===== config.mk =====
export PLATFORM = sky130hd
export DESIGN_NAME = if_stage
export DESIGN_NICKNAME = d
export VERILOG_FILES = /design/src/rtl/if_stage.sv
export SDC_FILE = /design/constraint.sdc
export NUM_CORES = 1
export LEC_CHECK = 0
export CAP_MARGIN = 0
export CORE_ASPECT_RATIO = 1.75
export CORE_MARGIN = 2
export CORE_UTILIZATION = 30
export DETAILED_ROUTE_END_ITERATION = 12
export PLACE_DENSITY = 0.68
export REMOVE_ABC_BUFFERS = 1
export SYNTH_ARGS = -nofsm -noshare
export SYNTH_HDL_FRONTEND = slang
export SYNTH_SLANG_ARGS = --single-unit

===== constraint.sdc =====
create_clock -name clk -period 5.6 [get_ports clk]
set_clock_uncertainty 0.15 [all_clocks]
set_input_delay 1.12 -clock clk [delete_from_list [all_inputs] [get_ports clk]]
set_output_delay 1.12 -clock clk [all_outputs]
set_load 0.01 [all_outputs]

===== src/rtl/if_stage.sv =====
// Instruction-fetch stage: PC, ROM address, IF/ID register, redirects and out-of-range halt.
// Optional performance counters (FetchCnt/StallCnt) are built when IF_STAGE_PERF_CNT_EN is defined.
module if_stage #(
  parameter logic [31:0] RESET_PC = 32'h0000_0000,
  parameter int          ROM_AW   = 8
) (
  input  logic        clk,
  input  logic        rst_n,
  output logic [31:0] Addr,
  input  logic [31:0] INST,
  input  logic        Stall,
  input  logic        BranchTaken,
  input  logic [15:0] BranchImm,
  input  logic        Jump,
  input  logic [25:0] JumpIndex,
  output logic [31:0] IdInst,
  output logic [31:0] IdPC,
  output logic [31:0] IdPC4,
  output logic        IdValid,
`ifdef IF_STAGE_PERF_CNT_EN
  output logic [31:0] FetchCnt,
  output logic [31:0] StallCnt,
`endif
  output logic        FetchErr
);

  typedef enum logic {RUN = 1'b0, HALT = 1'b1} state_e;

  localparam int          HI_SHIFT = ROM_AW + 2;
  localparam logic [31:0] PC_RST   = {RESET_PC[31:2], 2'b00};

  state_e      state_q, state_d;
  logic [31:0] pc_q, pc_d;
  logic [31:0] id_inst_q, id_inst_d;
  logic [31:0] id_pc_q, id_pc_d;
  logic [31:0] id_pc4_q, id_pc4_d;
  logic        id_valid_q, id_valid_d;
  logic        fetch_err_q, fetch_err_d;

  logic        run, oor;
  logic        take_jump, take_branch, take_stall, take_halt, take_fetch;
  logic [31:0] branch_tgt, jump_tgt;

  // Priority decode: jump > branch > stall > out-of-range halt > fetch; nothing acts in HALT.
  always_comb begin
    run         = (state_q == RUN);
    oor         = (pc_q >> HI_SHIFT) != 32'd0;
    take_jump   = run && id_valid_q && Jump;
    take_branch = run && id_valid_q && BranchTaken && !Jump;
    take_stall  = run && !take_jump && !take_branch && Stall;
    take_halt   = run && !take_jump && !take_branch && !Stall && oor;
    take_fetch  = run && !take_jump && !take_branch && !Stall && !oor;
    branch_tgt  = id_pc4_q + {{14{BranchImm[15]}}, BranchImm, 2'b00};
    jump_tgt    = {id_pc4_q[31:28], JumpIndex, 2'b00};
  end

  always_ff @(posedge clk or negedge rst_n) begin
    if (!rst_n) state_q <= RUN;
    else        state_q <= state_d;
  end

  always_comb begin
    state_d = state_q;
    if (take_halt) state_d = HALT;
  end

  always_comb begin
    pc_d        = pc_q;
    id_inst_d   = id_inst_q;
    id_pc_d     = id_pc_q;
    id_pc4_d    = id_pc4_q;
    id_valid_d  = id_valid_q;
    fetch_err_d = fetch_err_q;
    if (take_jump || take_branch) begin
      pc_d       = take_jump ? jump_tgt : branch_tgt;
      id_inst_d  = 32'd0;
      id_valid_d = 1'b0;
    end else if (take_halt) begin
      id_inst_d   = 32'd0;
      id_valid_d  = 1'b0;
      fetch_err_d = 1'b1;
    end else if (take_fetch) begin
      id_inst_d  = INST;
      id_pc_d    = pc_q;
      id_pc4_d   = pc_q + 32'd4;
      id_valid_d = 1'b1;
      pc_d       = pc_q + 32'd4;
    end
  end

  always_ff @(posedge clk or negedge rst_n) begin
    if (!rst_n) begin
      pc_q        <= PC_RST;
      id_inst_q   <= 32'd0;
      id_pc_q     <= 32'd0;
      id_pc4_q    <= 32'd4;
      id_valid_q  <= 1'b0;
      fetch_err_q <= 1'b0;
    end else begin
      pc_q        <= pc_d;
      id_inst_q   <= id_inst_d;
      id_pc_q     <= id_pc_d;
      id_pc4_q    <= id_pc4_d;
      id_valid_q  <= id_valid_d;
      fetch_err_q <= fetch_err_d;
    end
  end

`ifdef IF_STAGE_PERF_CNT_EN
  logic [31:0] fetch_cnt_q, fetch_cnt_d;
  logic [31:0] stall_cnt_q, stall_cnt_d;

  always_comb begin
    fetch_cnt_d = fetch_cnt_q + {31'd0, take_fetch};
    stall_cnt_d = stall_cnt_q + {31'd0, take_stall};
  end

  always_ff @(posedge clk or negedge rst_n) begin
    if (!rst_n) begin
      fetch_cnt_q <= 32'd0;
      stall_cnt_q <= 32'd0;
    end else begin
      fetch_cnt_q <= fetch_cnt_d;
      stall_cnt_q <= stall_cnt_d;
    end
  end

  assign FetchCnt = fetch_cnt_q;
  assign StallCnt = stall_cnt_q;
`endif

  assign Addr     = pc_q;
  assign IdInst   = id_inst_q;
  assign IdPC     = id_pc_q;
  assign IdPC4    = id_pc4_q;
  assign IdValid  = id_valid_q;
  assign FetchErr = fetch_err_q;

endmodule


==> summary.md, run 1 <==
| Metric | Value |
|---|---|
| Outcome | `completed` |
| Area Overhead vs Synth | `44.7%` |
| Number of distinct library cells after synthesis | `77` |
| Setup violations, final | `0` |
| Vias | `5643` |
| Worst setup margin | `1.54 ns` |
| Leading post-synthesis cells by cell area | `dfrtp_1 49%, ha_1 5.7%, a22o_1 4.5%` |
| WS Path Type | `in -> reg` |
| Yosys top cell area share | `48.8%` |
| Max Root-Sink Buffers | `2` |
| Die width | `116 µm` |
| Crit. End Element | `flip-flop` |
| Worst-skew pair later-pin latency | `0.43 ns` |
| Largest net degree at the start of global routing | `90` |
| Global placement routability congestion | `0.858` |
| PD cells | `339 mW/mm²` |
| DR vias/cell | `4.96` |
| Final Power | `3.22 mW` |
| Worst EP required | `5.77 ns` |
| Slew Limit Fails | `0` |
| GR Util All Layers | `18.3%` |
| Initial antenna violation count | `2` |
| Hold Crit Class | `reg -> reg` |
| Final hold violations | `0` |
| EDFF count, synth | `0` |
| FFs w/ async S/R, synth | `100%` |
| Clk pin slew, worst setup/hold paths | `0.06 ns` |
| DRC errors left | `0` |
| Seq cells post-synth | `129` |
| Final critical-path share of the clock period | `72.5%` |
| TNS Setup | `0 ns` |
| Synthesized cell area | `0.00656 mm²` |
| Post-synth top cells | `128 x dfrtp_1, 67 x nand2_1, 44 x and2_1` |
| Startpoint types | `input port` |
| Final Net Count | `941` |
| Post-layout minimum cycle time | `4.06 ns` |
| Dpl ws | `1.15 ns` |
| Post-synth top area cell | `dfrtp_1` |
| Cells after synthesis | `632` |
| Cts repair resizes | `0` |
| Routed WL | `21.2 mm` |
| H-tree depth | `4` |
| First-pass GRT wire length | `32.0 mm` |
| Vias in the first global route | `5701` |
| Syn avg cell area | `10.4 µm²` |
| I/O pin total | `209` |
| 1st-pass router iterations | `7` |
| CTS tree | `built` |
| Initial DRC count | `289` |
| Antenna-violating nets left | `0` |
| Main synth FF type | `dfrtp_1` |
| Highest Clock Rate | `246 MHz` |
| Setup Buffers After CTS | `0` |
| Relative slew slack | `33.6%` |
| Actual slew at the worst max-slew pin | `0.994 ns` |
| Die area | `0.0231 mm²` |
| Global route total overflow | `0` |
| Sequential area share after synthesis | `49.2%` |
| Crit-path max FO | `18` |
| Static leakage | `4.18 nW` |
| Core area | `0.0215 mm²` |
| Max IR drop VDD | `0.189 mV` |
| Die span in y | `200 µm` |
| Max cap viols | `0` |
| Most common cell in the netlist | `dfrtp_1` |
| CTS Root Cell | `clkbuf_16` |
| RSZ-0062 raised after global routing | `false` |
| DP Wirelength | `15.4 mm` |
| Initial Utilization | `30.5%` |
| Number of hold buffers added after cts | `0` |
| Num Clock Sinks | `129` |
| FP Rows | `71` |
| PortBufs | `208` |
| Synth warnings | `0` |
| Wire per inst | `18.6 µm` |
| Critical path arrival | `4.23 ns` |
| Layout cell share with drive strength beyond 1 | `7.94%` |
| Clock buffer count from CTS | `17` |
through the flow:
stage               instances  hold WS [ns]  util [%]  instance area [µm²]
floorplan                 597         0.308         -                 6380
global placement         1104         0.301      41.4                 8900
detailed placement       1104         0.301      41.4                 8900
CTS                      1136         0.320      44.1                 9490
global route             1138         0.347      44.2                 9490
finish                   1138         0.314      44.2                 9490
cell type report:
cell class	count	area [µm²]
Sequential cell	129	3230
Antenna cell	2	5.00
Clock inverter	12	135
Timing Repair Buffer	215	2140
Inverter	10	37.5
Multi-Input combinational cell	458	3140
Fill cell	2112	12000
Tap cell	292	365
Clock buffer	20	447
path summary, 6_finish.rpt:
| path | slack [ns] | cells after the start | startpoint | end |
|---|---|---|---|---|
| min in group asynchronous | 0.58 | 1 | rst_n | Addr[27] |
| hold reg to reg | 0.31 | 1 | FetchErr | FetchErr |
| setup / recovery | 1.54 | 10 | BranchImm[15] | Addr[31] |
| setup reg to reg | 2.14 | 7 | Addr[10] | IdInst[0] |
| max in group asynchronous | 3.64 | 2 | rst_n | Addr[30] |
| hold / removal | 0.31 | 1 | FetchErr | FetchErr |
worst max-delay path, cell delays in order:
cell and delay [ns]:
clkdlybuf4s50_1 0.96, ha_1 0.42, a211oi_1 0.28, o21ai_0 0.16, a221oi_2 0.35, a21oi_1 0.11, a31oi_1 0.17, nor2_1 0.06
or3_1 0.36, a32o_1 0.25
power breakdown:
part | internal [mW] | switching [mW]
Clock | 0.667 | 0.442
Sequential | 1.09 | 0.167
Combinational | 0.491 | 0.352
Total | 2.25 | 0.962
layout by cell type, fill, tap and decap left out, types with 8 or more instances in the layout:
| cell type | n |
|---|---|
| clkdlybuf4s50_1 | 207 |
| dfrtp_1 | 128 |
| nand2_1 | 67 |
| and2_1 | 44 |
| o21ai_0 | 40 |
| a21oi_1 | 38 |
| a22o_1 | 34 |
| ha_1 | 30 |
| nor2_1 | 21 |
| xor2_1 | 18 |
| clkbuf_16 | 17 |
| inv_1 | 10 |
| nand3_1 | 10 |
| xnor2_1 | 10 |
| a31oi_1 | 10 |
| a22oi_1 | 10 |
| a21o_1 | 8 |
| a211oi_1 | 8 |
| nand2b_1 | 8 |
layer usage:
layer	vias up	global-route usage (%)	share of wire, %
li1	2703	-	-
met1	2755	20.1	38
met2	144	33.1	55
met3	41	3.46	3.9
met4	0	8.86	3.5
met5	-	0	0
state kept, by name, summed over array words and instances (netlist names):
register  flops
IdPC4        30
Addr         32
IdValid       1
state_q       1
FetchErr      1
IdInst       32
IdPC         32
kinds of logic (layout without fill, tap and decap cells):
logic type	Yosys count	after routing	share of synthesized area, %
AOI/OAI and AO/OA	200	200	21.4
xor gates and xnor gates	28	28	3.74
adders and majority gates	31	31	6.03
buffers and inverters	45	257	3.26
DFF	129	129	49.2
muxes	4	4	0.629
other	0	2	0
and+or+nand+nor	195	195	15.7
No activity file was read; power rests on OpenSTA's default activity.
==> run 2, diff against run 1 <==
==> constraint.sdc (replaced) <==
create_clock -name clk -period 3.9 [get_ports clk]
set_clock_uncertainty 0.15 [all_clocks]
set_input_delay 0.78 -clock clk [delete_from_list [all_inputs] [get_ports clk]]
set_output_delay 0.78 -clock clk [all_outputs]
set_load 0.01 [all_outputs]
==> run 2 against run 1 <==
  * Core utilization up 0.63 points
  * Sequential power grew 44%
  * Register-to-register slack got worse by 1.3 ns
  * Routed wire length is 0.86% lower
  * Total power increased by 47%
==> summary.md, run 2 (synthesis results as in run 1) <==
| Metric | Value |
|---|---|
| Outcome | `completed` |
| Final hold violations | `0 (unchanged)` |
| Hold Crit Class | `in -> async` |
| Die width | `116 µm (unchanged)` |
| Setup violations, final | `0 (unchanged)` |
| Min Hold Slack | `0.205 ns (-0.110 ns)` |
| DRC errors left | `0 (unchanged)` |
| Worst R2R Path Depth | `11 (+4)` |
| Relative slew slack | `44.9% (+11 points)` |
| Global route total overflow | `0 (unchanged)` |
| Cts repair resizes | `0 (unchanged)` |
| Clock buffer count from CTS | `17 (unchanged)` |
| GR Util All Layers | `18.2% (-0.095 points)` |
| Max IR drop VDD | `0.269 mV (+42%)` |
| Die span in y | `200 µm (unchanged)` |
| CTS tree | `built` |
| Initial DRC count | `368 (+27%)` |
| Vias in the first global route | `5865 (+2.9%)` |
| RSZ-0062 raised after global routing | `false` |
| Global placement routability congestion | `0.893 (+4.1%)` |
| Area Overhead vs Synth | `46.7%` |
| Clk pin slew, worst setup/hold paths | `0.06 ns (about the same)` |
| Final Power | `4.71 mW (+47%)` |
| H-tree depth | `4 (unchanged)` |
| Wire per inst | `18.2 µm (-1.9%)` |
| Number of hold buffers added after cts | `0 (unchanged)` |
| WS Path Type | `in -> reg` |
| PortBufs | `208 (unchanged)` |
| Critical path arrival | `3.63 ns (-0.60 ns)` |
| Dpl ws | `0.0918 ns (-1.05 ns)` |
| Critical-path cell list | `clkdlybuf4s50_1, ha_1, fa_1, a21o_1, a31oi_1, buf_4, or4_1, nand3_2, o21a_2, a211oi_1, nand4b_1, o211ai_1` |
| Startpoint types | `input port` |
| CTS Root Cell | `clkbuf_16` |
| Crit-path leading delay family | `compound AO/OA/AOI/OAI gates` |
| DP Wirelength | `15.7 mm (+2.1%)` |
| Routed WL | `21.0 mm (-0.86%)` |
| Max Root-Sink Buffers | `2 (unchanged)` |
| Final Net Count | `954 (+1.4%)` |
| Commonest non-fill, non-tap cell in the layout | `clkdlybuf4s50_1` |
| Worst EP required | `4.09 ns (-1.68 ns)` |
| Vias | `5748 (+1.9%)` |
| Worst setup margin | `0.469 ns (-1.07 ns)` |
| Post-layout minimum cycle time | `3.43 ns` |
| Crit. path cell count | `12 (+2)` |
| FP Rows | `71 (unchanged)` |
| Num Clock Sinks | `129 (unchanged)` |
| Initial Utilization | `30.5% (unchanged)` |
| Worst-skew pair later-pin latency | `0.43 ns (about the same)` |
| CP Buf/Inv Count | `2 (+1)` |
| Largest net degree at the start of global routing | `73 (-19%)` |
| Highest Clock Rate | `291 MHz` |
| TNS Setup | `0 ns (unchanged)` |
| Setup Buffers After CTS | `0 (unchanged)` |
| Initial antenna violation count | `1 (-1)` |
| Layout cell share with drive strength beyond 1 | `9.45% (+1.5 points)` |
| Antenna-violating nets left | `0 (unchanged)` |
| Slew Limit Fails | `0 (unchanged)` |
| Post-Layout Cell Count | `1150 (+1.1%)` |
| Crit. End Element | `flip-flop` |
| Dpl cells | `1117 (+1.2%)` |
| Final critical-path share of the clock period | `88.0%` |
| Max cap viols | `0 (unchanged)` |
| First-pass GRT wire length | `31.8 mm (-0.37%)` |
| PD cells | `489 mW/mm² (+44%)` |
| Slowest-stage cell, CP | `fa_1` |
| Die area | `0.0231 mm² (unchanged)` |
| 1st-pass router iterations | `4 (-3)` |
| Core area | `0.0215 mm² (unchanged)` |
| Actual slew at the worst max-slew pin | `0.823 ns (-0.171 ns)` |
| I/O pin total | `209 (unchanged)` |
| Max incr delay on CP | `0.41 ns (-0.55 ns)` |
| DR vias/cell | `5.00 (+0.80%)` |
| Crit-path max FO | `5 (-13)` |
| Commonest non-fill, non-tap cells in the layout | `207 x clkdlybuf4s50_1, 128 x dfrtp_1, 67 x nand2_1` |
| Static leakage | `4.27 nW (+2.1%)` |
-- run 2: cell count changes in the layout (fill, tap and decap cells not counted), sizes merged --
cell	before	now
diode	2	1
buf	8	21
inv	11	12
clkinv	5	3
clkbuf	20	21
clkinvlp	4	3
bufinv	2	3
-- run 2: layout make-up --
cell class	count	area (µm²)
Fill cell	2070	11900
Sequential cell	129	3230
Multi-Input combinational cell	458	3140
Timing Repair Buffer	228	2230
Clock buffer	21	470
Tap cell	292	365
Clock inverter	11	153
Inverter	10	37.5
Antenna cell	1	2.50
-- run 2: through the flow --
step | instance area (µm²) | util, %
after CTS | 9630 | 44.8
after global routing | 9630 | 44.8
after global placement | 9000 | 41.9
after detailed placement | 9000 | 41.9
final | 9630 | 44.8
after floorplan | 6380 | -
-- run 2: report_power, final --
part	switching [mW]	total [mW]	internal, mW
sequential	0.242	1.81	1.57
clock	0.629	1.69	1.06
combinational	0.498	1.21	0.710
-- run 2: routing by layer --
| layer | global-route usage [%] | wire length, µm | vias to the layer above |
|---|---|---|---|
| met5 | 0 | 0 | - |
| met4 | 10.8 | 969 | 0 |
| met3 | 3.52 | 823 | 58 |
| met2 | 33.0 | 11500 | 177 |
| met1 | 19.1 | 7700 | 2790 |
| li1 | - | - | 2723 |
-- run 2: path summary, 6_finish.rpt --
check | startpoint | to | slack (ns)
setup / recovery | BranchImm[0] | Addr[28] | 0.47
hold / removal | rst_n | IdPC[18] | 0.20
setup reg to reg | IdPC4[2] | Addr[28] | 0.88
hold reg to reg | FetchErr | FetchErr | 0.31
max in group asynchronous | rst_n | IdPC4[2] | 2.47
min in group clk | FetchErr | FetchErr | 0.31
==> run 3, diff against run 2 <==
--- a/config.mk
+++ b/config.mk
@@ -5,12 +5,14 @@
 export SDC_FILE = /design/constraint.sdc
 export NUM_CORES = 1
 export LEC_CHECK = 0
+export ABC_AREA = 1
 export CAP_MARGIN = 0
 export CORE_ASPECT_RATIO = 1.75
 export CORE_MARGIN = 2
 export CORE_UTILIZATION = 30
+export CTS_CLUSTER_SIZE = 14
 export DETAILED_ROUTE_END_ITERATION = 12
-export PLACE_DENSITY = 0.68
+export PLACE_DENSITY = 0.67
 export REMOVE_ABC_BUFFERS = 1
 export SYNTH_ARGS = -nofsm -noshare
 export SYNTH_HDL_FRONTEND = slang
==> run 3 against run 2 <==
  * Design area increased by 8.3%
  * Clock power barely moved
  * Total power decreased by 19%
  * Setup slack improved by 0.17 ns
  * Critical path depth down 1
  * Maximum frequency up 5.1%
  * Die area grew 12%
  * Synthesized cell count is 66% higher
  * Area after synthesis grew 13%
  * Flip-flop and latch count is the same
  * Sequential share of layout area fell by 2.6 points
  * Critical path type unchanged
  * Largest power group is now the clock network
==> summary.md, run 3 <==
| Metric | Value |
|---|---|
| Actual slew at the worst max-slew pin | `0.742 ns (-0.0807 ns)` |
| Global routing's busiest layer | `met2` |
| Max cap viols | `0 (unchanged)` |
| Outcome | `completed` |
| Final Power | `3.83 mW (-19%)` |
| Leading post-synthesis cells by cell area | `dfrtp_1 43%, nand2_1 20%, inv_1 8.6%` |
| PortBufs | `208 (unchanged)` |
| Synthesized cell area | `0.00739 mm² (+13%)` |
| FP Rows | `76 (+7.0%)` |
| Antenna-violating nets left | `0 (unchanged)` |
| Slew Limit Fails | `0 (unchanged)` |
| Worst R2R Path Depth | `11 (unchanged)` |
| Core area | `0.0244 mm² (+14%)` |
| H-tree depth | `4 (unchanged)` |
| Routed WL | `25.0 mm (+19%)` |
| Placed cell areas | `0.00981 mm² (+9.0%)` |
| Vias | `7035 (+22%)` |
| Post-layout minimum cycle time | `3.26 ns (-0.167 ns)` |
| Most common cell in the netlist | `nand2_1` |
| Area Overhead vs Synth | `41.2%` |
| FFs w/ async S/R, synth | `100% (unchanged)` |
| Die width | `123 µm (+5.9%)` |
| Layout cell share with drive strength beyond 1 | `4.97% (-4.5 points)` |
| Initial DRC count | `337 (-8.4%)` |
| Commonest non-fill, non-tap cells in the layout | `392 x nand2_1, 207 x clkdlybuf4s50_1, 170 x inv_1` |
| Max Root-Sink Buffers | `2 (unchanged)` |
| WS Path Type | `in -> reg` |
| Startpoint types | `input port` |
| CTS tree | `built` |
| Global route total overflow | `0 (unchanged)` |
| Final critical-path share of the clock period | `83.7% (-4.3 points)` |
| Setup violations, final | `0 (unchanged)` |
| Hold Crit Class | `in -> async` |
| Crit path capture | `Addr[23]` |
| Worst EP required | `4.04 ns (-0.05 ns)` |
| Multi-input logic area | `0.00336 mm² (+7.0%)` |
| TNS Setup | `0 ns (unchanged)` |
| Clock buffer count from CTS | `17 (unchanged)` |
| Dpl cells | `1549 (+39%)` |
| Die span in y | `212 µm (+6.0%)` |
| Cts repair resizes | `0 (unchanged)` |
| Number of hold buffers added after cts | `0 (unchanged)` |
| Crit. End Element | `flip-flop` |
| PD cells | `368 mW/mm² (-25%)` |
| Setup Buffers After CTS | `0 (unchanged)` |
| Final Net Count | `1366 (+43%)` |
| Cells after synthesis | `1047 (+66%)` |
| Wire per inst | `15.8 µm (-13%)` |
| Sequential area share after synthesis | `43.7% (-5.5 points)` |
| First-pass GRT wire length | `38.1 mm (+20%)` |
| RSZ-0062 raised after global routing | `false` |
| Main synth FF type | `dfrtp_1` |
| Die area | `0.0259 mm² (+12%)` |
| DRC errors left | `0 (unchanged)` |
| Static leakage | `5.44 nW (+27%)` |
| Post-synth top cells | `392 x nand2_1, 170 x inv_1, 128 x dfrtp_1` |
| DP Wirelength | `19.7 mm (+25%)` |
| Seq cells post-synth | `129 (unchanged)` |
| Critical path arrival | `3.40 ns (-0.23 ns)` |
| Highest Clock Rate | `306 MHz (+5.1%)` |
| Post-Layout Cell Count | `1581 (+37%)` |
| GR Util All Layers | `19.6% (+1.4 points)` |
| Worst r2r dst | `IdInst[19]` |
| Synth warnings | `0 (unchanged)` |
| Final hold violations | `0 (unchanged)` |
| Num Clock Sinks | `129 (unchanged)` |
| Met3 usage | `4.63% (+1.1 points)` |
| Register area | `0.00323 mm² (unchanged)` |
| Yosys top cell area share | `43.4% (-5.4 points)` |
| Met1 Use GR | `19.6% (+0.56 points)` |
| Clk pin slew, worst setup/hold paths | `0.06 ns (about the same)` |
| Dpl ws | `0.162 ns (+0.0707 ns)` |
| Syn avg cell area | `7.05 µm² (-32%)` |
| 1st-pass router iterations | `6 (+2)` |
| DR vias/cell | `4.45 (-11%)` |
| Post-route cell area | `0.0104 mm² (+8.3%)` |
| Crit-path max FO | `13 (+8)` |
| Global placement routability congestion | `0.873 (-2.2%)` |
| Reg2reg start | `state_q` |
| Largest net degree at the start of global routing | `77 (+5.5%)` |
| Initial Utilization | `30.2% (-0.30 points)` |
| Post-synth top area cell | `dfrtp_1` |
| Vias in the first global route | `7179 (+22%)` |
| Initial antenna violation count | `1 (unchanged)` |
| R2R setup slack | `1.30 ns (+0.42 ns)` |
| I/O pin total | `209 (unchanged)` |
| Commonest non-fill, non-tap cell in the layout | `nand2_1` |
| Crit. Startpoint | `BranchImm[15]` |
| EDFF count, synth | `0 (unchanged)` |
| Relative slew slack | `50.5% (+5.6 points)` |
| Max IR drop VDD | `0.261 mV (-3.2%)` |
| Worst-skew pair later-pin latency | `0.43 ns (about the same)` |
| FILL cells | `2541 (+23%)` |
| CTS Root Cell | `clkbuf_16` |
| GR Util met2 | `37.0% (+4.0 points)` |
| Worst setup margin | `0.636 ns (+0.167 ns)` |
| Number of distinct library cells after synthesis | `29 (-62%)` |
[run 3: cell types whose count changed in the layout (fill, tap and decap cells not counted), sizes merged, moves of 10 or more]
| cell | change |
|---|---|
| or2 | +11 |
| xor2 | -11 |
| nor2 | +79 |
| nand2 | +325 |
| and2 | -44 |
| inv | +164 |
| a22oi | -10 |
| a21oi | -13 |
| nand3 | +50 |
| a22o | -34 |
| a31oi | -11 |
| a21o | -10 |
[run 3: cell families (layout without fill, tap and decap cells)]
kind of cell / count (synthesis) / after routing / synth area share, %
flops: 129 / 129 / 43.7
xor+xnor: 20 / 20 / 2.37
other cells: 0 / 1 / 0
simple gates: 581 / 581 / 31.7
compound gates: 83 / 83 / 5.98
buf+inv: 203 / 424 / 10.9
fa+ha+maj: 31 / 31 / 5.35
[run 3: how the worst min path moves through the flow]
stage | depth (start not counted) | to
5_1_grt | 1 | IdPC[11]
6_report | 1 | IdPC[11]
3_3_place_gp | 2 | IdInst[27]
3_5_place_dp | 2 | FetchErr
4_1_cts | 1 | IdPC[17]
2_1_floorplan | 0 | Addr[0]
[run 3: cell type report]
class,count,share of cell area (%)
Antenna cell,1,0.0240
Tap cell,312,3.74
Timing Repair Buffer,219,20.9
Inverter,174,6.26
Sequential cell,129,31.0
Multi-Input combinational cell,715,32.2
Clock inverter,13,1.79
Clock buffer,18,4.12
[run 3: per-layer routing]
| layer | wire (µm) | part of all wire (%) |
|---|---|---|
| met1 | 8900 | 36 |
| met5 | 0 | 0 |
| met2 | 13800 | 55 |
| met4 | 930 | 3.7 |
| met3 | 1400 | 5.6 |
[run 3: stage by stage]
step / hold WS [ns] / util, %
2_1_floorplan: 0.328 / -
3_3_place_gp: 0.311 / 40.1
3_5_place_dp: 0.313 / 40.1
4_1_cts: 0.258 / 42.7
5_1_grt: 0.272 / 42.7
6_report: 0.220 / 42.7
[run 3: critical path: stages]
cell             delay (ns)
clkdlybuf4s50_1        0.74
ha_1                   0.61
nand2_1                0.14
nor2_1                 0.26
nand2_1                0.15
nor2_1                 0.12
nand2_1                0.09
nand4_1                0.10
nand3_1                0.17
nand3_1                0.12
o21ai_0                0.11
[run 3: where the power goes]
part,internal [mW],switching [mW],total [mW],leakage [nW]
clock network,1.07,0.639,1.71,0.289
logic,0.315,0.373,0.688,3.59
registers,1.40,0.0446,1.44,1.57
